--- src/rtl/seg7_pkg.sv ---
// seg7_pkg: shared types and glyph helpers for the 7-segment display controller.
//   state_t     controller FSM states (IDLE, CONV, LOAD)
//   SEG_BLANK   all segments off, active-high form
//   SEG_DASH    '-' (segment g only), active-high form
//   seg7_glyph  4-bit value -> active-high segment pattern, bit0=a .. bit6=g
// Polarity is applied by the top level at its output register only.
package seg7_pkg;

   typedef enum logic [1:0] {
      IDLE = 2'd0,
      CONV = 2'd1,
      LOAD = 2'd2
   } state_t;

   localparam logic [6:0] SEG_BLANK = 7'h00;
   localparam logic [6:0] SEG_DASH  = 7'h40;

   function automatic logic [6:0] seg7_glyph(input logic [3:0] val);
      logic [6:0] seg;
      case (val)
         4'h0:    seg = 7'h3F;
         4'h1:    seg = 7'h06;
         4'h2:    seg = 7'h5B;
         4'h3:    seg = 7'h4F;
         4'h4:    seg = 7'h66;
         4'h5:    seg = 7'h6D;
         4'h6:    seg = 7'h7D;
         4'h7:    seg = 7'h07;
         4'h8:    seg = 7'h7F;
         4'h9:    seg = 7'h6F;
         4'hA:    seg = 7'h77;
         4'hB:    seg = 7'h7C;
         4'hC:    seg = 7'h39;
         4'hD:    seg = 7'h5E;
         4'hE:    seg = 7'h79;
         4'hF:    seg = 7'h71;
         default: seg = SEG_BLANK;
      endcase
      return seg;
   endfunction

endpackage

--- src/rtl/seg7_bcd_conv.sv ---
// seg7_bcd_conv: iterative double-dabble binary -> BCD converter.
//   clk_i      clock
//   rst_ni     asynchronous active-low reset
//   start_i    load bin_i and begin a conversion (DATA_W steps follow)
//   bin_i      unsigned binary input
//   done_o     high in the cycle whose closing edge performs the final step;
//              bcd_o holds the finished result from the following cycle on
//   bcd_o      BCD result, BCD_DIGITS digits, digit 0 in the low nibble
module seg7_bcd_conv #(
   parameter int DATA_W     = 20,
   parameter int BCD_DIGITS = 8
) (
   input  logic                    clk_i,
   input  logic                    rst_ni,
   input  logic                    start_i,
   input  logic [DATA_W-1:0]       bin_i,
   output logic                    done_o,
   output logic [4*BCD_DIGITS-1:0] bcd_o
);

   localparam int BW    = 4 * BCD_DIGITS;
   localparam int CNT_W = $clog2(DATA_W + 1);

   logic [DATA_W-1:0] bin_q, bin_d;
   logic [BW-1:0]     bcd_q, bcd_d;
   logic [BW-1:0]     adj_s;
   logic [CNT_W-1:0]  cnt_q, cnt_d;

   // Add-3 correction on every BCD digit >= 5 before the shift.
   always_comb begin
      adj_s = bcd_q;
      for (int d = 0; d < BCD_DIGITS; d++) begin
         if (bcd_q[4*d +: 4] >= 4'd5) begin
            adj_s[4*d +: 4] = bcd_q[4*d +: 4] + 4'd3;
         end else begin
            adj_s[4*d +: 4] = bcd_q[4*d +: 4];
         end
      end
   end

   // Next-state: load on start, otherwise one shift step per cycle until the count expires.
   always_comb begin
      bin_d = bin_q;
      bcd_d = bcd_q;
      cnt_d = cnt_q;
      if (start_i) begin
         bin_d = bin_i;
         bcd_d = '0;
         cnt_d = CNT_W'(DATA_W);
      end else if (cnt_q != '0) begin
         bin_d = bin_q << 1;
         bcd_d = {adj_s[BW-2:0], bin_q[DATA_W-1]};
         cnt_d = cnt_q - CNT_W'(1);
      end else begin
         cnt_d = cnt_q;
      end
   end

   // Converter state registers.
   always_ff @(posedge clk_i or negedge rst_ni) begin
      if (!rst_ni) begin
         bin_q <= '0;
         bcd_q <= '0;
         cnt_q <= '0;
      end else begin
         bin_q <= bin_d;
         bcd_q <= bcd_d;
         cnt_q <= cnt_d;
      end
   end

   assign done_o = (cnt_q == CNT_W'(1));
   assign bcd_o  = bcd_q;

endmodule

--- src/rtl/seg7_display_ctrl.sv ---
// seg7_display_ctrl: multi-digit 7-segment display controller.
//   CLOCK50     system clock          RESET_N    async active-low reset
//   in_valid    value offered         in_ready   controller idle, can accept
//   in_data     unsigned value        in_mode    0 = hex, 1 = decimal
//   blank_lz    live leading-zero blanking
//   blink_en    live blink enable     blink_mask digits that blink
//   hex_out     registered segments, digit d at [7d+6:7d], bit0=a .. bit6=g
//   busy        = !in_ready           overflow   last decimal value too wide
module seg7_display_ctrl
   import seg7_pkg::*;
#(
   parameter int NUM_DIGITS = 6,
   parameter int DATA_W     = 20,
   parameter int BLINK_DIV  = 25_000_000,
   parameter int ACTIVE_LOW = 1
) (
   input  logic                    CLOCK50,
   input  logic                    RESET_N,
   input  logic                    in_valid,
   output logic                    in_ready,
   input  logic [DATA_W-1:0]       in_data,
   input  logic                    in_mode,
   input  logic                    blank_lz,
   input  logic                    blink_en,
   input  logic [NUM_DIGITS-1:0]   blink_mask,
   output logic [7*NUM_DIGITS-1:0] hex_out,
   output logic                    busy,
   output logic                    overflow
);

   localparam int DIG_W      = 4 * NUM_DIGITS;
   localparam int BCD_DIGITS = NUM_DIGITS + 2;
   localparam int BCD_W      = 4 * BCD_DIGITS;
   localparam int HEX_W      = 7 * NUM_DIGITS;
   localparam int BLK_W      = $clog2(BLINK_DIV);
   localparam logic [HEX_W-1:0] HEX_RESET = (ACTIVE_LOW != 0) ? {NUM_DIGITS{7'h7F}} : '0;

   state_t           state_q, state_d;
   logic [DIG_W-1:0] data_q, data_d;
   logic             mode_q, mode_d;
   logic [DIG_W-1:0] dig_q, dig_d;
   logic             shown_q, shown_d;   // digit register holds a loaded value
   logic             ovf_q, ovf_d;
   logic [BLK_W-1:0] blk_cnt_q, blk_cnt_d;
   logic             phase_q, phase_d;
   logic [HEX_W-1:0] hex_q, hex_d;

   logic             conv_done_s;
   logic [BCD_W-1:0] bcd_s;
   logic             higher_nz_s;
   logic [3:0]       nib_s;
   logic [6:0]       seg_s;

   seg7_bcd_conv #(
      .DATA_W     (DATA_W),
      .BCD_DIGITS (BCD_DIGITS)
   ) u_bcd (
      .clk_i   (CLOCK50),
      .rst_ni  (RESET_N),
      .start_i (in_valid & in_ready & in_mode),
      .bin_i   (in_data),
      .done_o  (conv_done_s),
      .bcd_o   (bcd_s)
   );

   // FSM next-state, input capture and digit-register update.
   always_comb begin
      state_d = state_q;
      data_d  = data_q;
      mode_d  = mode_q;
      dig_d   = dig_q;
      shown_d = shown_q;
      ovf_d   = ovf_q;
      case (state_q)
         IDLE: begin
            if (in_valid) begin
               data_d  = DIG_W'(in_data);
               mode_d  = in_mode;
               state_d = in_mode ? CONV : LOAD;
            end else begin
               state_d = IDLE;
            end
         end
         CONV: begin
            if (conv_done_s) begin
               state_d = LOAD;
            end else begin
               state_d = CONV;
            end
         end
         LOAD: begin
            shown_d = 1'b1;
            state_d = IDLE;
            if (mode_q) begin
               // Any nonzero digit above the displayable range is an overflow.
               dig_d = bcd_s[DIG_W-1:0];
               ovf_d = |bcd_s[BCD_W-1:DIG_W];
            end else begin
               dig_d = data_q;
               ovf_d = 1'b0;
            end
         end
         default: state_d = IDLE;
      endcase
   end

   // Free-running blink counter; phase flips on each wrap.
   always_comb begin
      if (blk_cnt_q == BLK_W'(BLINK_DIV - 1)) begin
         blk_cnt_d = '0;
         phase_d   = ~phase_q;
      end else begin
         blk_cnt_d = blk_cnt_q + BLK_W'(1);
         phase_d   = phase_q;
      end
   end

   // Glyph selection with overflow, leading-zero and blink blanking, MSD first.
   always_comb begin
      hex_d       = '0;
      higher_nz_s = 1'b0;
      nib_s       = 4'd0;
      seg_s       = SEG_BLANK;
      for (int d = NUM_DIGITS - 1; d >= 0; d--) begin
         nib_s       = dig_q[4*d +: 4];
         higher_nz_s = higher_nz_s | (nib_s != 4'd0);
         if (!shown_q) begin
            seg_s = SEG_BLANK;
         end else if (blink_en && phase_q && blink_mask[d]) begin
            seg_s = SEG_BLANK;
         end else if (ovf_q) begin
            seg_s = SEG_DASH;
         end else if (blank_lz && !higher_nz_s && (d != 0)) begin
            seg_s = SEG_BLANK;
         end else begin
            seg_s = seg7_glyph(nib_s);
         end
         hex_d[7*d +: 7] = (ACTIVE_LOW != 0) ? ~seg_s : seg_s;
      end
   end

   // State, digit register, blink and output registers.
   always_ff @(posedge CLOCK50 or negedge RESET_N) begin
      if (!RESET_N) begin
         state_q   <= IDLE;
         data_q    <= '0;
         mode_q    <= 1'b0;
         dig_q     <= '0;
         shown_q   <= 1'b0;
         ovf_q     <= 1'b0;
         blk_cnt_q <= '0;
         phase_q   <= 1'b0;
         hex_q     <= HEX_RESET;
      end else begin
         state_q   <= state_d;
         data_q    <= data_d;
         mode_q    <= mode_d;
         dig_q     <= dig_d;
         shown_q   <= shown_d;
         ovf_q     <= ovf_d;
         blk_cnt_q <= blk_cnt_d;
         phase_q   <= phase_d;
         hex_q     <= hex_d;
      end
   end

   assign in_ready = (state_q == IDLE);
   assign busy     = ~in_ready;
   assign overflow = ovf_q;
   assign hex_out  = hex_q;

endmodule
--- config.mk ---
export PLATFORM = sky130hd
export DESIGN_NAME = seg7_display_ctrl
export DESIGN_NICKNAME = d
export VERILOG_FILES = /design/src/rtl/seg7_pkg.sv /design/src/rtl/seg7_bcd_conv.sv /design/src/rtl/seg7_display_ctrl.sv
export SDC_FILE = /design/constraint.sdc
export NUM_CORES = 1
export LEC_CHECK = 0
export BUFFER_PORTS_ARGS = -buffer_cell sky130_fd_sc_hd__buf_2
export CELL_PAD_IN_SITES_DETAIL_PLACEMENT = 0
export CELL_PAD_IN_SITES_GLOBAL_PLACEMENT = 1
export CORE_ASPECT_RATIO = 0.7
export CORE_UTILIZATION = 40
export DETAILED_ROUTE_END_ITERATION = 12
export PLACE_DENSITY = 0.74
export SYNTH_ARGS = -nofsm -noshare
export SYNTH_HDL_FRONTEND = slang
export SYNTH_SLANG_ARGS = --single-unit
--- constraint.sdc ---
create_clock -name CLOCK50 -period 2.9 [get_ports CLOCK50]
set_input_delay 0.435 -clock CLOCK50 [delete_from_list [all_inputs] [get_ports CLOCK50]]
set_output_delay 0.435 -clock CLOCK50 [all_outputs]
set_load 0.01 [all_outputs]
======== Word level (Yosys, flattened, before mapping) ========
Memory sizes are Yosys's and may differ from the RTL's.
Index checks and enable logic that the tools add are counted.
Widths: inputs -> output; s select.
word-level totals
  bits in registers ....................... 174
  memory bits (read-only) ................. 672
  word-level logic and storage cells ...... 125
  memories ................................ 6
operators by class
  add/sub/neg operators ................... 10
  order comparisons ....................... 8
  equality and inequality tests ........... 4
  muxes and demuxes ....................... 44
  bitwise gates (word level) .............. 14
  reduce and logical (&&, ||, !) cells .... 27
memory list
  name              depth  bits a word  read ports  clocked after memory_dff  wr ports  RTL line        RTL
  (name not given)  16     7            1           0                         0         seg7_pkg.sv:20  case (val)
  (name not given)  16     7            1           0                         0         seg7_pkg.sv:20
  (name not given)  16     7            1           0                         0         seg7_pkg.sv:20
  (name not given)  16     7            1           0                         0         seg7_pkg.sv:20
  (name not given)  16     7            1           0                         0         seg7_pkg.sv:20
  (name not given)  16     7            1           0                         0         seg7_pkg.sv:20
operators by type and width
  operator               count
  $mux 7                 23
  $mux 32                2
  $not 7->7              6
  $mux 20                2
  $ge 4x3->1 const B     8
  $add 4x2->4 const B    7
  $mux 4                 7
  $add 25x1->25 const B  1
  $eq 25x25->1 const B   1
  $mux 25                1
  $mux 24                1
  $reduce_bool 4->1      5
  $logic_and 1x1->1      12
  $mux 5                 2
  $reduce_or 8->1        1
  $mux 2                 3
  $eq 5x1->1 const B     1
  $logic_not 1->1        5
  $reduce_bool 5->1      1
  $sub 5x1->5 const B    1
  $or 1x1->1             4
  $pmux 2 s2             1
  $add 3x2->3 const B    1
  $mux 3                 1
  8 further kinds        10

======== Depth between registers and ports, before layout ========
Gate-level depths: netlist of the first run.
  depth after elaboration ................. 12
  depth in mapped cells ................... 7
  mapped depth without buffers ............ 6

======== Modules after synthesis ========
From an unflattened synthesis of the first run, not the netlist that was laid out.
second synthesis, totals
  cell total of the unflattened synthesis .. 958
  area total of the unflattened synthesis .. 9,564.2 µm²
modules (own cells, without submodules)
  module             times used  cells an instance  area an instance (µm²)  seq. area each (µm²)
  seg7_display_ctrl  1           582                6,173.4                 2,980.4
  seg7_bcd_conv      1           376                3,390.8                 1,426.4

======== Worst setup path before layout of the first run ========
Ideal clock, no wire load.
  path type ............................... register to register
  start point ............................. reg dig_q[12]
  end point ............................... reg hex_q[14], in the netlist hex_out[14]
  arrival time ............................ 1.657 ns
  data required time ...................... 2.782 ns
  path slack .............................. 1.125 ns
  stages on the path, launching flop included .. 7
  buffers on the path ..................... 0
  period minus slack after synthesis ...... 1.775 ns
  cell sequence ........................... dfrtp_1 -> inv_1 -> ha_1 -> nor4bb_1 -> and4b_1 -> nor3_1 -> o311ai_0
on the way
  word-level cells in the longest chain between the ends .. 10
ends and longest elaborated chain
  element                   RTL line                  RTL
  start, declared           seg7_display_ctrl.sv:41   logic [DIG_W-1:0] dig_q, dig_d;
  start signal, assigned    seg7_display_ctrl.sv:158  dig_q <= dig_d;
  $reduce_bool 4->1         seg7_display_ctrl.sv:126  higher_nz_s = higher_nz_s | (nib_s != 4'd0);
  $or 1x1->1 (2 in series)  seg7_display_ctrl.sv:126
  $logic_not 1->1           seg7_display_ctrl.sv:133  end else if (blank_lz && !higher_nz_s && (d != 0)) begin
  $logic_and 1x1->1         seg7_display_ctrl.sv:133
  $mux 7                    seg7_display_ctrl.sv:133
  $mux 7                    seg7_display_ctrl.sv:131  end else if (ovf_q) begin
  $mux 7                    seg7_display_ctrl.sv:129  end else if (blink_en && phase_q && blink_mask[d]) begin
  $mux 7                    seg7_display_ctrl.sv:127  if (!shown_q) begin
  $not 7->7                 seg7_display_ctrl.sv:138  hex_d[7*d +: 7] = (ACTIVE_LOW != 0) ? ~seg_s : seg_s;
  net hex_d[14]             seg7_display_ctrl.sv:46   logic [HEX_W-1:0] hex_q, hex_d;
  end signal, assigned      seg7_display_ctrl.sv:153  hex_q <= HEX_RESET;
  end signal, assigned      seg7_display_ctrl.sv:163  hex_q <= hex_d;
  end, declared             seg7_display_ctrl.sv:46
The timed path passes the listed nets, and every way through them passes these cells.
A chain may end at the register's enable or synchronous reset.

======== Worst setup path after layout of the first run ========
  start point ............................. reg dig_q[21]
  end point ............................... reg hex_q[24], in the netlist hex_out[24]
Same word-level chain as after synthesis.

==> impl.org, run 1 <==
** Worst setup path
- The number of buffers and inverters on the critical path is 1.
- In this design, the stage delay of the slowest critical-path cell is 0.61 ns.
- Worst flop-to-flop path startpoint :: dig_q[21]
- Traced cell by cell, the critical path runs through inv_1 > ha_1 > nand4bb_1 > nor3_1 > a311oi_1 > o311ai_0.
- Crit path max-delay cell type :: sky130_fd_sc_hd__nor3_1
- Biggest fanout along the worst timing path :: 7
- Dominant delay contributor by cell family on the critical path :: simple AND/OR/NAND/NOR gates
- Critical path depth :: 6
- The worst setup path is captured at a register.
- End of the worst register-to-register path :: hex_out[24]
- Worst reg-to-reg setup slack :: 0.59 ns
- Measured in cells, the most critical reg-to-reg path has a length of 6.
- Crit Path Class :: register to register
- Required arrival time at the worst endpoint :: 3.22 ns
- Crit start category :: register
- Arrival time of the worst setup path :: 2.64 ns

** Synthesis
- Leading area contributor after synthesis :: sky130_fd_sc_hd__dfrtp_1
- In the synthesized netlist the dominant register cell turns out to be sky130_fd_sc_hd__dfrtp_1.
- The cell count after synthesis came out at 909.
- Post-synth cell types :: 50
- Leading post-synthesis cells by cell area :: sky130_fd_sc_hd__dfrtp_1 36%, sky130_fd_sc_hd__dfstp_2 12%, sky130_fd_sc_hd__ha_1 7.7%, sky130_fd_sc_hd__nand2_1 4.4%, sky130_fd_sc_hd__mux2_2 3.6%
- Number of warnings printed during yosys synthesis :: 0
- Number of synthesized flops with an enable pin :: 0
- Counting every net in the synthesized netlist gives 997.
- In this run, synthesis produced a sequential element count of 174.
- Area of the mapped netlist :: 9154 µm²
- Of the post-synthesis cell area, the dominant cell type holds 0.3609.
- Post-synth ARST share :: 1.000
- Post-Syn Area per Cell :: 10.07 µm²
- Proportion of synthesized chip area in sequential cells :: 0.4814

** Route
- Final wirelength :: 20.26 mm
- The detailed router finished its first iteration with 494 violations.
- In the final routed layout, each cell accounts on average for 15.70 µm.
- The routed layout has 6686 vias.
- Detailed-routing iteration count for the pre-antenna-repair pass :: 8
- Once detail routing completed, the nets flagged for antenna violations numbered 0.
- In the routed design, unresolved DRC markers number 0.
- Vias per std cell :: 5.179

** Power
- Pwr dens :: 1106 nW/µm²
- Summed over all cells, the static leakage comes to 4.671 nW.
- IR analysis of the VDD net gives a maximum drop of 0.0004848 V.
- After layout, the design draws a total of 11.68 mW.

** Floorplanning
- The die is 182.8 µm wide.
- I/O Pins :: 77
- Initial core utilization :: 0.4147
- The die covers 23500 µm².
- The die is 128.6 µm tall.
- Cell row count :: 45
- Core area :: 22070 µm²

** Global route
- Entering global routing, the biggest net connects 67 pins.
- The number of antenna violations at the first check in global routing was 0.
- The first global-routing pass estimated 34.01 mm of wire.
- Number of global-route vias before repair :: 6210
- The total overflow left after global routing is 0.
- In the global route stage, overall resource usage came out at 0.1853.

** Clock tree
- The number of hold buffers added after CTS was 0.
- Counting every sink on the clock net gives 174.
- The number of clock buffers added by TritonCTS is 17.
- Number of buffers inserted by post-CTS setup repair :: 0
- Later-pin clock latency in the skew report :: 0.44 ns
- CTS built an H-tree with a depth of 4.
- Once the clock tree was built, the resizer swapped 0 gates to a different size.
- Maximum buffer depth of the clock tree :: 2
- Clock-pin slew reported for the worst setup and hold paths after clock tree synthesis :: 0.07 ns
- CTS tree :: yes
- CTS placed an instance of sky130_fd_sc_hd__clkbuf_16 at the clock tree root.

** Timing
- Dividing the final minimum period by the clock period gives 0.7976.
- Once routing completed, OpenROAD measured the worst setup slack at 0.5869 ns.
- Hold WS :: -0.0004272 ns
- The number of pins exceeding their max-slew limit in the final report is 0.
- Maximum clock frequency :: 432.3 MHz
- Unrepaired setup endpoints after global routing :: false
- Total of endpoints with negative setup slack in the final report :: 0
- For the finished layout, the period the worst path requires is 2.313 ns.
- Accumulated negative setup slack :: 0 ns
- Worst-margin pin slew :: 0.7231 ns
- Headroom to the max-slew limit came out at 0.5146.
- On the final layout, the worst clock skew is 0.006899 ns.
- The count of endpoints failing hold in the final timing report was 1.

** Final layout
- The filler cells instantiated in the layout total 2102.
- From synthesis to final layout, the design area changed by 15.31%.
- Diodes inserted :: 0
- The final layout contains 1062 nets.
- Post-route cell area :: 10560 µm²
- Share of final-layout standard cells stronger than drive strength 1 :: 0.2069

** Run status
- Failing checks :: negative hold slack
- The run finished, with violations left.

** Place
- Placed inst area :: 9889 µm²
- Final HPWL DP :: 14.27 mm
- Setup slack after placement :: 0.5777 ns
- Routability congestion estimate :: 0.7893
- Input and output buffers added on the ports amount to 76.

** Min path
- The tightest min-delay check is of the primary input to async pin type.

** Run
- Across the run, the number of max-cap violations was 0.
worst register-to-register path, delay by kind of cell, from the launching register on:
kind	cells	cell delay (ns)
DFF	1	0.46
and+or+nand+nor	2	0.86
AOI/OAI and AO/OA	2	0.56
buffers and inverters	1	0.14
adders and majority gates	1	0.20
layer usage:
layer | vias up | global-route usage | part of all wire
met5 | - | 0 | 0
met4 | 0 | 0.05392 | 0.0097
met3 | 13 | 0.03906 | 0.044
met2 | 132 | 0.2405 | 0.38
met1 | 3198 | 0.3001 | 0.57
li1 | 3343 | - | -
per-stage QoR:
stage | utilization | std cells
floorplan | - | 909
global placement | 0.4481 | 1260
detailed placement | 0.4481 | 1260
CTS | 0.4782 | 1291
global route | 0.4782 | 1291
finish | 0.4782 | 1291
placed cells by master, fill, tap and decap left out, types with 8 or more instances in the layout:
cell type / netlist / routed
sky130_fd_sc_hd__dfrtp_1: 132 / 132
sky130_fd_sc_hd__nand2_1: 108 / 108
sky130_fd_sc_hd__buf_2: 7 / 75
sky130_fd_sc_hd__nor2_1: 62 / 62
sky130_fd_sc_hd__ha_1: 56 / 56
sky130_fd_sc_hd__o21ai_0: 50 / 50
sky130_fd_sc_hd__inv_1: 45 / 45
sky130_fd_sc_hd__dfstp_2: 42 / 42
sky130_fd_sc_hd__a21oi_1: 34 / 34
sky130_fd_sc_hd__mux2i_1: 31 / 31
sky130_fd_sc_hd__nand3_1: 30 / 30
sky130_fd_sc_hd__mux2_2: 29 / 29
sky130_fd_sc_hd__nand2b_1: 24 / 24
sky130_fd_sc_hd__o211ai_1: 24 / 24
sky130_fd_sc_hd__a31oi_1: 22 / 22
sky130_fd_sc_hd__xnor2_1: 21 / 21
sky130_fd_sc_hd__a22o_1: 17 / 17
sky130_fd_sc_hd__clkbuf_16: 0 / 17
sky130_fd_sc_hd__buf_4: 0 / 16
sky130_fd_sc_hd__o311ai_0: 15 / 15
sky130_fd_sc_hd__or3_1: 13 / 13
sky130_fd_sc_hd__xor2_1: 11 / 11
sky130_fd_sc_hd__a211oi_1: 10 / 10
sky130_fd_sc_hd__nand3b_1: 9 / 9
sky130_fd_sc_hd__nor3_1: 8 / 8
report_power, final:
group / internal [mW] / switching (mW)
Clock: 1.62 / 1.00
Sequential: 3.65 / 0.985
Combinational: 2.08 / 2.36
Total: 7.34 / 4.34
how the worst max path moves through the flow:
stage,start,end,slack (ns)
2_1_floorplan,dig_q[12],hex_out[14],1.13
3_3_place_gp,dig_q[20],hex_out[14],0.66
3_5_place_dp,dig_q[21],hex_out[14],0.58
4_1_cts,dig_q[21],hex_out[19],0.57
5_1_grt,dig_q[21],hex_out[21],0.29
6_report,dig_q[21],hex_out[24],0.59
sequential cells by signal (all words and copies together) (netlist names):
signal	flops
u_bcd.bcd_o	32
blk_cnt_q	25
data_q	20
u_bcd.bin_q	20
u_bcd.cnt_q	5
overflow	1
state_q	2
dig_q	24
hex_out	42
mode_q	1
shown_q	1
phase_q	1
cells in the mapped netlist (3+ instances only):
master and count:
sky130_fd_sc_hd__nor2b_1 6, sky130_fd_sc_hd__xnor2_1 21, sky130_fd_sc_hd__o21ai_0 50, sky130_fd_sc_hd__a21oi_1 34, sky130_fd_sc_hd__o211ai_1 24, sky130_fd_sc_hd__xor2_1 11
sky130_fd_sc_hd__clkbuf_1 40, sky130_fd_sc_hd__inv_1 45, sky130_fd_sc_hd__mux2i_1 31, sky130_fd_sc_hd__or4_1 4, sky130_fd_sc_hd__nand3b_1 9, sky130_fd_sc_hd__a22o_1 17
sky130_fd_sc_hd__and4_1 4, sky130_fd_sc_hd__nor2_1 62, sky130_fd_sc_hd__nor3_1 8, sky130_fd_sc_hd__dfstp_2 42, sky130_fd_sc_hd__nor4b_1 3, sky130_fd_sc_hd__nand4_1 6
sky130_fd_sc_hd__or3_1 13, sky130_fd_sc_hd__o31ai_1 6, sky130_fd_sc_hd__a311oi_1 3, sky130_fd_sc_hd__a32oi_1 5, sky130_fd_sc_hd__a31oi_1 22, sky130_fd_sc_hd__buf_2 7
sky130_fd_sc_hd__nand2_1 108, sky130_fd_sc_hd__o311ai_0 15, sky130_fd_sc_hd__and3_1 4, sky130_fd_sc_hd__mux2_2 29, sky130_fd_sc_hd__dfrtp_1 132, sky130_fd_sc_hd__a211oi_1 10
sky130_fd_sc_hd__ha_1 56, sky130_fd_sc_hd__nand3_1 30, sky130_fd_sc_hd__nor3b_1 5, sky130_fd_sc_hd__nand2b_1 24
cells by family after synthesis:
kind of cell             after synthesis  share of synthesized area
adder cells (fa/ha/maj)               56                    0.07654
XOR/XNOR                              32                    0.03062
AND/OR/NAND/NOR                      301                     0.1643
AO/OA/AOI/OAI                        194                     0.1389
buffers and inverters                 92                    0.03868
flip-flops                           174                     0.4814
multiplexers                          60                    0.06957
cell type report:
cell class | instances | area (µm²) | share of cell area
sequential | 174 | 4407 | 0.4175
multi-input combinational | 643 | 4405 | 0.4174
timing repair buffer | 93 | 526.8 | 0.04991
clock buffer | 17 | 425.4 | 0.04030
tap | 305 | 381.6 | 0.03615
clock inverter | 14 | 240.2 | 0.02276
inverter | 45 | 168.9 | 0.01600
Power figures use the tool's default switching activity.
==> inputs of run 2 (changes only) <==
--- a/config.mk
+++ b/config.mk
@@ -5,13 +5,14 @@
 export SDC_FILE = /design/constraint.sdc
 export NUM_CORES = 1
 export LEC_CHECK = 0
+export ABC_AREA = 1
 export BUFFER_PORTS_ARGS = -buffer_cell sky130_fd_sc_hd__buf_2
 export CELL_PAD_IN_SITES_DETAIL_PLACEMENT = 0
 export CELL_PAD_IN_SITES_GLOBAL_PLACEMENT = 1
 export CORE_ASPECT_RATIO = 0.7
 export CORE_UTILIZATION = 40
 export DETAILED_ROUTE_END_ITERATION = 12
-export PLACE_DENSITY = 0.74
+export PLACE_DENSITY = 0.79
 export SYNTH_ARGS = -nofsm -noshare
 export SYNTH_HDL_FRONTEND = slang
 export SYNTH_SLANG_ARGS = --single-unit
==> constraint.sdc (replaced) <==
create_clock -name CLOCK50 -period 1.85 [get_ports CLOCK50]
set_input_delay 0.2775 -clock CLOCK50 [delete_from_list [all_inputs] [get_ports CLOCK50]]
set_output_delay 0.2775 -clock CLOCK50 [all_outputs]
set_load 0.01 [all_outputs]
==> impl.org, run 2 <==
** Global route
- Number of global-route vias before repair :: 6723 (+8.3%)
- Total routing usage reported by global routing :: 0.1953 (+0.009974)
- Maximum number of pins on one net before global-route repair :: 53 (-21%)
- The global-route wire length before repair is 36.25 mm (+6.6%).
- Total congestion overflow :: 0 (unchanged)
- The number of antenna violations at the first check in global routing came to 0 (unchanged).

** Synthesis
- Yosys instantiated no cell more often than sky130_fd_sc_hd__nand2_1.
- The total nets after synthesis came to 1183 (+19%).
- The compound-gate portion of the synthesized area was 0.1338 (-0.005044).
- The sequential area share after synthesis was 0.4766 (-0.004821).
- The post-synthesis share of cell area spent on and, or, nand and nor gates was 0.2114 (+0.04707).
- By area the synthesized netlist is led by sky130_fd_sc_hd__dfrtp_1 36%, sky130_fd_sc_hd__dfstp_2 12%, sky130_fd_sc_hd__nand2_1 9.8%, sky130_fd_sc_hd__ha_1 7.6%, sky130_fd_sc_hd__inv_1 5.2%.
- The cell count after synthesis was 1095 (+20%).
- Xor/xnor cell area share of the yosys netlist :: 0.02652 (-0.004095)
- Proportion of netlist area held by the largest area contributor :: 0.3572 (-0.003613)
- Ranked by instance count, the synthesized netlist is headed by 242 x sky130_fd_sc_hd__nand2_1, 132 x sky130_fd_sc_hd__dfrtp_1, 127 x sky130_fd_sc_hd__inv_1.
- The area of the mapped netlist came to 9246 µm² (+1.0%).
- The adder and majority cell fraction of the synthesized area was 0.07578 (-0.0007665).
- The number of synthesized flops with an enable pin came to 0 (unchanged).
- Most used DFF post-synth :: sky130_fd_sc_hd__dfrtp_1
- The proportion of register bits with asynchronous set or reset after synthesis was 1.000 (unchanged).
- The number of library cell types mapped by synthesis is 47 (-6.0%).
- Number of warnings printed during yosys synthesis :: 0 (unchanged)
- The share of synthesized area spent on multiplexers was 0 (-0.06957).
- The number of flip-flops and latches in the synthesized netlist was 174 (unchanged).
- Leading area contributor after synthesis :: sky130_fd_sc_hd__dfrtp_1
- The average size of a mapped cell came to 8.444 µm² (-16%).
- By area, the combinational part of the netlist is dominated by simple AND/OR/NAND/NOR gates.

** Worst setup path
- CP startpoint :: u_bcd.cnt_q[0]
- Arrival time of the worst setup path :: 1.97 ns (-0.67 ns)
- The required arrival time at the worst endpoint was 2.14 ns (-1.08 ns).
- The worst reg-to-reg setup slack came to 0.18 ns (-0.41 ns).
- In this run the critical register-to-register path is captured at u_bcd.bcd_o[21].
- Worst flop-to-flop path startpoint :: u_bcd.cnt_q[0]
- STA classifies the critical path endpoint as a register.
- R2R depth :: 6 (unchanged)
- Worst setup path endpoint :: u_bcd.bcd_o[21]
- STA classifies the critical path startpoint as a register.
- The setup path with the least slack is of type register to register.
- Biggest fanout along the worst timing path :: 32 (+25)

** Clock tree
- The total number of H-tree levels is 4 (unchanged).
- Root Driver :: sky130_fd_sc_hd__clkbuf_16
- Number of clock buffers inserted by TritonCTS :: 17 (unchanged)
- Clock-pin slew reported for the worst setup and hold paths after clock tree synthesis :: 0.06 ns (about the same)
- TritonCTS built the clock tree.
- Number of sinks driven by the clock tree :: 174 (unchanged)
- Later-pin clock latency in the skew report :: 0.43 ns (about the same)
- The buffer levels on the longest clock path was 2 (unchanged).

** Floorplanning
- The width of the die was 183.7 µm (+0.50%).
- Total Die Area :: 23740 µm² (+1.0%)
- I/O Pins :: 77 (unchanged)
- The area inside the core boundary came to 22680 µm² (+2.7%).
- Initial core utilization :: 0.4077 (-0.006993)
- Vertical die dimension :: 129.2 µm (+0.50%)
- The count of standard-cell rows came to 46 (+2.2%).

** Final layout
- The area growth from synthesis to layout is 16.23%.
- Most common library cell in the layout ignoring fill and taps :: sky130_fd_sc_hd__nand2_1
- Diodes inserted :: 0 (unchanged)
- Number of flip-flops in the largest register :: 42 (unchanged)
- The count of fill cells added during filler insertion came to 2210 (+5.1%).
- Final nets :: 1272 (+20%)
- Share of final-layout standard cells stronger than drive strength 1 :: 0.1746 (-0.03229)
- Highest-count cells in the layout ignoring fill and taps :: 242 x sky130_fd_sc_hd__nand2_1, 132 x sky130_fd_sc_hd__dfrtp_1, 126 x sky130_fd_sc_hd__inv_1

** Timing
- Fin crit period :: 1.675 ns (-0.6383 ns)
- The worst hold slack came to 0.05334 ns (+0.05377 ns).
- Worst relative slew slack :: 0.5869 (+0.07226)
- The count of endpoints failing hold in the final timing report was 0 (-1).
- The final total negative setup slack is 0 ns (unchanged).
- The measured slew at the worst slew-check pin came to 0.6187 ns (-0.1044 ns).
- The number of pins exceeding their max-slew limit in the final report is 0 (unchanged).
- Total of endpoints with negative setup slack in the final report :: 0 (unchanged)
- The top achievable clock speed came to 597.1 MHz (+38%).
- Setup repair after global routing left no endpoint under its margin.
- Part of the cycle the worst path needs :: 0.9053 (+0.1077)
- Skew final :: 0.009693 ns (+0.002795 ns)

** Run status
- Result of the run :: finished, final reports clean

** Place
- Final HPWL DP :: 15.74 mm (+10%)
- The final estimated routing congestion in global placement was 0.8568 (+8.6%).
- The count of input and output buffers was 76 (unchanged).

** Route
- The number of remaining DRC errors was 0 (unchanged).
- The via count of the routed design is 7378 (+10%).
- Final wirelength :: 21.80 mm (+7.6%)
- Starting DRC count in detailed routing :: 592 (+20%)
- Antenna-violating nets left :: 0 (unchanged)
- Post-detailed-route wirelength per cell :: 14.45 µm (-8.0%)
- The first-pass iteration count of the detailed router came to 5 (-3).
- Vias per std cell :: 4.889 (-5.6%)

** Power
- The maximum vdd drop is 0.0008242 V (+70%).
- The power density over the cells came to 1699 nW/µm² (+54%).
- The reported leakage power was 5.122 nW (+9.7%).

** Run
- Max_cap viols :: 0 (unchanged)

** Min path
- The worst hold path begins at in_mode.
- Path type of the worst min-delay path :: primary input to register
[run 2: changes by cell type after synthesis, moves of 22 or more]
| cell | delta |
|---|---|
| sky130_fd_sc_hd__mux2i_1 | -31 |
| sky130_fd_sc_hd__o22ai_1 | +37 |
| sky130_fd_sc_hd__nand3_1 | +26 |
| sky130_fd_sc_hd__o21ai_1 | +22 |
| sky130_fd_sc_hd__nand2b_1 | -24 |
| sky130_fd_sc_hd__clkbuf_1 | -30 |
| sky130_fd_sc_hd__mux2_2 | -29 |
| sky130_fd_sc_hd__o21ai_0 | +29 |
| sky130_fd_sc_hd__nand2_1 | +134 |
| sky130_fd_sc_hd__nor2_1 | +44 |
| sky130_fd_sc_hd__inv_1 | +82 |
[run 2: worst max-delay path, cell delays in order (launching register included)]
cell                      delay (ns)
sky130_fd_sc_hd__dfrtp_1        0.41
sky130_fd_sc_hd__inv_1          0.09
sky130_fd_sc_hd__ha_1           0.22
sky130_fd_sc_hd__nand3_2        0.14
sky130_fd_sc_hd__nor2_4         0.05
sky130_fd_sc_hd__inv_2          0.45
sky130_fd_sc_hd__o22ai_1        0.16
[run 2: how the worst min path moves through the flow]
stage,depth (start not counted),to
floorplan,0,blk_cnt_q[0]
global placement,1,blk_cnt_q[23]
detailed placement,1,blk_cnt_q[23]
CTS,2,state_q[1]
global route,2,state_q[1]
finish,2,state_q[1]
[run 2: stage by stage]
stage          power (mW)  cell area (µm²)  utilization  std cells  setup slack [ns]
6_report            18.25            10750       0.4739       1509            0.1752
4_1_cts             18.22            10700       0.4720       1505           0.07139
3_5_place_dp        14.37            10080       0.4443       1472           0.09532
3_3_place_gp        14.26            10080       0.4443       1472            0.1628
5_1_grt             19.89            10750       0.4739       1509          0.006074
2_1_floorplan       12.12             9246            -       1095            0.3809
[run 2: what timing repair did]
item,4_1_cts,5_1_grt
hold buffers,1,0
endpoints found under the hold margin,28,0
resized for setup,0,4
setup buffers,0,4
setup endpoints to repair,0,7
[run 2: layout make-up]
class	count	area [µm²]	share of cell area
well taps	312	390.4	0.03633
flip-flops and latches	174	4407	0.4101
multi-input cells	750	4153	0.3864
repair buffers	104	661.9	0.06159
clock inverters	12	161.4	0.01502
inverters	137	516.7	0.04808
clock buffers	20	456.7	0.04250
[run 2: report_power, final]
| part | total (mW) | switching (mW) | internal [mW] |
|---|---|---|---|
| Clock | 3.75 | 1.54 | 2.21 |
| Combinational | 7.68 | 4.68 | 3.01 |
| Sequential | 6.82 | 1.10 | 5.72 |
[run 2: metal layers]
metal / global-route usage / part of all wire
met1: 0.3292 / 0.58
met2: 0.2458 / 0.37
met3: 0.03822 / 0.050
met4: 0.03971 / 0.0073
met5: 0 / 0
[run 2: cells by family (layout without fill, tap and decap cells)]
kind of cell               after synthesis  after routing
and+or+nand+nor                        456            456
AOI/OAI and AO/OA                      210            210
DFF                                    174            174
buffers and inverters                  171            273
adders and majority gates               56             56
xor gates and xnor gates                28             28
